===== src/rtl/sound_event_detector_if.sv =====
// Bundle of sample inputs, thresholds, controls and event outputs for sound_event_detector.
// ts_out exists only when EVENT_TIMESTAMP_EN is defined.
interface sound_event_detector_if #(
  parameter int CH = 2,
  parameter int DW = 32,
  parameter int CW = 8,
  parameter int TW = 16
);
  logic [CH*DW-1:0] data_in;
  logic [CH-1:0]    data_valid;
  logic [DW-1:0]    thr_hi;
  logic [DW-1:0]    thr_lo;
  logic [15:0]      holdoff;
  logic             clr_cnt;

  logic [CH*CW-1:0] event_cnt;
  logic [CH-1:0]    event_state;
  logic [CH-1:0]    event_pulse;
  logic [2:0]       first_ch;
  logic             first_valid;
`ifdef EVENT_TIMESTAMP_EN
  logic [CH*TW-1:0] ts_out;
`else
  localparam int unused_tw = TW;
`endif

  modport master (
    output data_in, data_valid, thr_hi, thr_lo, holdoff, clr_cnt,
    input  event_cnt, event_state, event_pulse, first_ch, first_valid
`ifdef EVENT_TIMESTAMP_EN
    , input ts_out
`endif
  );

  modport slave (
    input  data_in, data_valid, thr_hi, thr_lo, holdoff, clr_cnt,
    output event_cnt, event_state, event_pulse, first_ch, first_valid
`ifdef EVENT_TIMESTAMP_EN
    , output ts_out
`endif
  );
endinterface


===== src/rtl/sound_event_detector.sv =====
// Per-channel IDLE/ACTIVE hysteresis detector with hold-off, saturating event counters and a
// first-channel latch. Defining EVENT_TIMESTAMP_EN adds a free-running counter and per-channel ts_out.
module sound_event_detector #(
  parameter int CH = 2,
  parameter int DW = 32,
  parameter int CW = 8,
  parameter int TW = 16
) (
  input logic                    clk,
  input logic                    rstn_in,
  sound_event_detector_if.slave  bus
);

  localparam logic [0:0]    ST_IDLE   = 1'b0;
  localparam logic [0:0]    ST_ACTIVE = 1'b1;
  localparam logic [CW-1:0] CNT_MAX   = {CW{1'b1}};

  logic [CH-1:0]    pulse_vec;
  logic [CH-1:0]    state_vec;
  logic [CH*CW-1:0] cnt_vec;
  logic [2:0]       first_ch_reg;
  logic [2:0]       first_ch_next;
  logic [2:0]       first_idx;
  logic             first_valid_reg;
  logic             first_valid_next;

`ifdef EVENT_TIMESTAMP_EN
  logic [TW-1:0]    ts_cnt_reg;
  logic [CH*TW-1:0] ts_vec;

  always_ff @(posedge clk) begin
    if (!rstn_in) begin
      ts_cnt_reg <= '0;
    end else begin
      ts_cnt_reg <= ts_cnt_reg + 1'b1;
    end
  end

  assign bus.ts_out = ts_vec;
`else
  localparam int unused_tw = TW;
`endif

  genvar gi;
  generate
    for (gi = 0; gi < CH; gi++) begin : g_ch
      logic [DW-1:0] sample;
      logic [0:0]    state_reg;
      logic [0:0]    state_next;
      logic [15:0]   hold_reg;
      logic [15:0]   hold_next;
      logic [CW-1:0] cnt_reg;
      logic [CW-1:0] cnt_next;
      logic          pulse_reg;
      logic          rise;

      assign sample = bus.data_in[gi*DW +: DW];

      // Transitions are only evaluated on a valid sample; a blocked rise simply retries next sample.
      always_comb begin
        state_next = state_reg;
        rise       = 1'b0;
        if (bus.data_valid[gi]) begin
          if (state_reg == ST_IDLE) begin
            if ((sample >= bus.thr_hi) && (hold_reg == 16'd0)) begin
              state_next = ST_ACTIVE;
              rise       = 1'b1;
            end
          end else if (sample <= bus.thr_lo) begin
            state_next = ST_IDLE;
          end
        end
      end

      // Hold-off runs every clock, not just on valid samples.
      always_comb begin
        hold_next = hold_reg;
        if (rise) begin
          hold_next = bus.holdoff;
        end else if (hold_reg != 16'd0) begin
          hold_next = hold_reg - 16'd1;
        end
      end

      always_comb begin
        cnt_next = cnt_reg;
        if (bus.clr_cnt) begin
          cnt_next = '0;
        end else if (rise && (cnt_reg != CNT_MAX)) begin
          cnt_next = cnt_reg + 1'b1;
        end
      end

      always_ff @(posedge clk) begin
        if (!rstn_in) begin
          state_reg <= ST_IDLE;
          hold_reg  <= '0;
          cnt_reg   <= '0;
          pulse_reg <= 1'b0;
        end else begin
          state_reg <= state_next;
          hold_reg  <= hold_next;
          cnt_reg   <= cnt_next;
          pulse_reg <= rise;
        end
      end

`ifdef EVENT_TIMESTAMP_EN
      logic [TW-1:0] ts_reg;

      always_ff @(posedge clk) begin
        if (!rstn_in) begin
          ts_reg <= '0;
        end else if (rise) begin
          ts_reg <= ts_cnt_reg;
        end
      end

      assign ts_vec[gi*TW +: TW] = ts_reg;
`endif

      assign pulse_vec[gi]          = pulse_reg;
      assign state_vec[gi]          = (state_reg == ST_ACTIVE);
      assign cnt_vec[gi*CW +: CW]   = cnt_reg;
    end
  endgenerate

  assign bus.event_pulse = pulse_vec;
  assign bus.event_state = state_vec;
  assign bus.event_cnt   = cnt_vec;

  // Scan downward so the lowest pulsing channel wins.
  always_comb begin
    first_idx = 3'd0;
    for (int i = CH - 1; i >= 0; i--) begin
      if (pulse_vec[i]) begin
        first_idx = 3'(i);
      end
    end
  end

  always_comb begin
    first_ch_next    = first_ch_reg;
    first_valid_next = first_valid_reg;
    if (bus.clr_cnt) begin
      first_ch_next    = 3'd0;
      first_valid_next = 1'b0;
    end else if (!first_valid_reg && (|pulse_vec)) begin
      first_ch_next    = first_idx;
      first_valid_next = 1'b1;
    end
  end

  always_ff @(posedge clk) begin
    if (!rstn_in) begin
      first_ch_reg    <= 3'd0;
      first_valid_reg <= 1'b0;
    end else begin
      first_ch_reg    <= first_ch_next;
      first_valid_reg <= first_valid_next;
    end
  end

  assign bus.first_ch    = first_ch_reg;
  assign bus.first_valid = first_valid_reg;

endmodule


===== src/flat_wrapper.sv =====
// flat-port wrapper written by rule: the top's interface ports become plain ports
module sound_event_detector_flat 
#(
  parameter int CH = 2,
  parameter int DW = 32,
  parameter int CW = 8,
  parameter int TW = 16
)
  (clk, rstn_in, bus_data_in, bus_data_valid, bus_thr_hi, bus_thr_lo, bus_holdoff, bus_clr_cnt, bus_event_cnt, bus_event_state, bus_event_pulse, bus_first_ch, bus_first_valid);
  sound_event_detector_if #(.CH(CH), .DW(DW), .CW(CW), .TW(TW)) bus_i ();
  input logic clk;
  input logic rstn_in;
  input wire logic [$bits(bus_i.data_in)-1:0] bus_data_in;
  input wire logic [$bits(bus_i.data_valid)-1:0] bus_data_valid;
  input wire logic [$bits(bus_i.thr_hi)-1:0] bus_thr_hi;
  input wire logic [$bits(bus_i.thr_lo)-1:0] bus_thr_lo;
  input wire logic [$bits(bus_i.holdoff)-1:0] bus_holdoff;
  input wire logic [$bits(bus_i.clr_cnt)-1:0] bus_clr_cnt;
  output wire logic [$bits(bus_i.event_cnt)-1:0] bus_event_cnt;
  output wire logic [$bits(bus_i.event_state)-1:0] bus_event_state;
  output wire logic [$bits(bus_i.event_pulse)-1:0] bus_event_pulse;
  output wire logic [$bits(bus_i.first_ch)-1:0] bus_first_ch;
  output wire logic [$bits(bus_i.first_valid)-1:0] bus_first_valid;
  assign bus_i.data_in = bus_data_in;
  assign bus_i.data_valid = bus_data_valid;
  assign bus_i.thr_hi = bus_thr_hi;
  assign bus_i.thr_lo = bus_thr_lo;
  assign bus_i.holdoff = bus_holdoff;
  assign bus_i.clr_cnt = bus_clr_cnt;
  assign bus_event_cnt = bus_i.event_cnt;
  assign bus_event_state = bus_i.event_state;
  assign bus_event_pulse = bus_i.event_pulse;
  assign bus_first_ch = bus_i.first_ch;
  assign bus_first_valid = bus_i.first_valid;
  sound_event_detector #(.CH(CH), .DW(DW), .CW(CW), .TW(TW)) u_core (.clk(clk), .rstn_in(rstn_in), .bus(bus_i));
endmodule

===== config.mk =====
export PLATFORM = sky130hd
export DESIGN_NAME = sound_event_detector_flat
export DESIGN_NICKNAME = d
export VERILOG_FILES = /design/src/rtl/sound_event_detector_if.sv /design/src/rtl/sound_event_detector.sv /design/src/flat_wrapper.sv
export SDC_FILE = /design/constraint.sdc
export NUM_CORES = 1
export LEC_CHECK = 0
export CORE_MARGIN = 5
export CORE_UTILIZATION = 30
export DETAILED_ROUTE_END_ITERATION = 7
export DONT_BUFFER_PORTS = 1
export PLACE_DENSITY = 0.55
export RECOVER_POWER = 50
export SKIP_LAST_GASP = 1
export SLEW_MARGIN = 20
export SYNTH_ARGS = -nofsm -noshare
export SYNTH_HDL_FRONTEND = slang
export SYNTH_SLANG_ARGS = --single-unit

===== constraint.sdc =====
create_clock -name clk -period 3 [get_ports clk]
set_input_delay 0.6 -clock clk [delete_from_list [all_inputs] [get_ports clk]]
set_output_delay 0.6 -clock clk [all_outputs]
set_load 0.02 [all_outputs]

==> run metrics <==
status finished, final reports clean; unrepaired setup endpoints after global routing false; Routed WL ~17 mm; Final Skew roughly 6.3 ps; CTS tree yes; row count about 50; share of the synthesized area in the top cell type 0.283; setup tns final 0 ps; Synth async-reset ratio 0; # H-tree levels 2; met1 Use GR 0.176; Gate Count Post-Synth about 730; Num CTS Buffers 5; Setup crit start kind register; CP max FO 11; syn_area_per_cell 8.06 sq um; Placer Congestion 0.837; flop-to-flop setup slack 270 ps; ANT cells 0; starting density of the core 0.302; WHS Endpoint u_core.g_ch[0].hold_reg[1]; vias in the first global route a little under 5000; final worst-path cycle share 0.909; static leakage slightly below 3 nW; sequential area share after synthesis 0.185; core area 19300 sq um; PwrDens 549 nW/um^2; post-synth top area cell ha_1; CP Cell Sequence inv_1 -> ha_1 -> or4b_1 -> nor4_4 -> nand2_1 -> o22ai_2 -> a41o_1 -> buf_12 -> a31oi_1 -> a41o_1; initial antenna violation count 0; Hold Crit Depth 1; Post-synth EDFFs 0; gr busiest metal met2; met3 Track Usage GR 0.0457; fmax 367 MHz; placed standard-cell area just over 6000 sq um; I/O pins 173; Die ar. 22400 sq um; Setup CP Type register to register; max reg flops 32; post-synth cell types 61; nets 1004; Finished Layout Cells just under 1000; Worst Tran Pin Value roughly 580 ps; WP data required ~3200 ps; Cells after DPL between 900 and 1000; worst hold path class input pin to register; ANT nets after route 0; max-slew violation count 0; Vias around 5000; final setup fails 0; Hold-fix buffers, CTS 0; clock sinks 54; fin crit period around 2700 ps; Post CTS Setup Buffer Count 0; CP max stage delay 530 ps; Overflow after GRT 0; ranking of synthesized cells by area ha_1 (28%), dfxtp_1 (19%), a21oi_1 (6.0%); Commonest cells post-synth ha_1 (132), inv_1 (73), a21oi_1 (70); CP max stage cell or4b_1; yosys synthesis warning count 0; post-CTS sizing 0; Synth Flop Type dfxtp_1; share of layout cells above drive strength 1 0.0401; Pre-Repair DR Iteration Count 4; I/O Buffers 0; Synth Cell Area just under 6000 sq um; Residual DRC 0; Total GRT Usage 0.143; R2R depth 10; Clock Latency Late Sink between 200 and 300 ps; count leader, synth ha_1; DR WL/cell about 17 microns; pin count of the biggest net entering global routing 40; Critical Path AT 2910 ps; Die H between 100 and 150 microns; post-synthesis register bit count 54; Max-slew headroom 0.610; global-route wire length before repair ~26 mm; Critical Path End Type register; clk root buf clkbuf_16; clock-pin slew on the worst setup and hold paths ~70 ps; Non-Filler Cell Area, Final 6320 sq um; max cap viols 0; number of buffers on the longest clock path 2; hpwl dp roughly 14 mm; Avg Vias per Cell between 5 and 6; peak supply drop between 0.3 and 0.4 mV; CP startpoint u_core.g_ch[1].hold_reg[0]; Final Hold Fails 0; Hold Crit Start rstn_in; R2R Path Start u_core.g_ch[1].hold_reg[0]; Synth-to-Final Area Change 8.14%; CP dominant cell by count a41o_1; die width about 150 microns; 1st-iter DRT viols 180; Reg2Reg Capture Point u_core.g_ch[1].cnt_reg[2]; GR Util met2 0.252
[per-layer routing]
layer,share of wire,vias to the layer above
li1,-,2650
met1,0.44,2273
met2,0.47,128
met3,0.083,9
met4,0.0047,0
met5,0,-
[cell families (layout without fill, tap and decap cells)]
logic type,Yosys count,after routing,share of synthesized area
and+or+nand+nor,240,240,0.226
AOI/OAI and AO/OA,177,177,0.196
adders and majority gates,132,132,0.283
buffers and inverters,97,95,0.0728
DFF,54,54,0.185
xor gates and xnor gates,18,18,0.0270
muxes,6,6,0.0103
other,1,2,0.000642
[power breakdown]
part           switching [mW]  total (mW)  internal [mW]
clock                   0.270       0.665          0.395
combinational           0.942        1.75          0.805
sequential              0.171        1.05          0.884
[final cells by class]
class	count	area, sq um
inverter	73	274
tap	265	332
clock buffer	6	129
multi-input combinational	575	4330
fill	2048	13000
timing repair buffer	14	130
sequential	54	1080
clock inverter	2	37.5
[placed cells by master, fill, tap and decap left out, types with 7 or more instances in the layout]
master    netlist  final
a211oi_1       14     14
a21o_1         18     18
a21oi_1        70     70
a41o_1          7      7
and3_1         10     10
buf_4           9     12
dfxtp_1        54     54
ha_1          132    132
inv_1          73     73
nand2_1        45     45
nand2b_1        7      7
nand3_1        20     20
nand4_1        27     27
nor2_1         36     36
nor2b_1        34     34
nor3_1         18     19
nor4_1          9      9
o21ai_0        22     22
xnor2_1         9      9
xor2_1          9      9
[critical path, delay by kind of cell (launching register included)]
kind	cells	cell delay, ps
fa+ha+maj	1	170
compound gates	4	800
flops	1	330
buf+inv	2	240
simple gates	3	1060
[how the worst max path moves through the flow]
stage                                        to  slack (ps)  depth (start not counted)
floorplan              u_core.g_ch[0].state_reg         310                         11
global placement    u_core.g_ch[0].hold_reg[11]          70                         10
detailed placement   u_core.g_ch[1].hold_reg[1]          40                          9
CTS                 u_core.g_ch[1].hold_reg[10]         260                         10
global route          u_core.g_ch[1].cnt_reg[5]         110                         10
finish                u_core.g_ch[1].cnt_reg[2]         270                         10
[stage by stage]
stage,total power [mW],setup WS [ps],hold WS (ps),util
2_1_floorplan,2.47,311,441,-
3_3_place_gp,2.81,70.4,558,0.318
3_5_place_dp,2.82,35.2,563,0.318
4_1_cts,3.51,263,421,0.327
5_1_grt,3.78,113,434,0.327
6_report,3.47,272,430,0.327
Note: power is estimated with default switching activity, not from simulation.
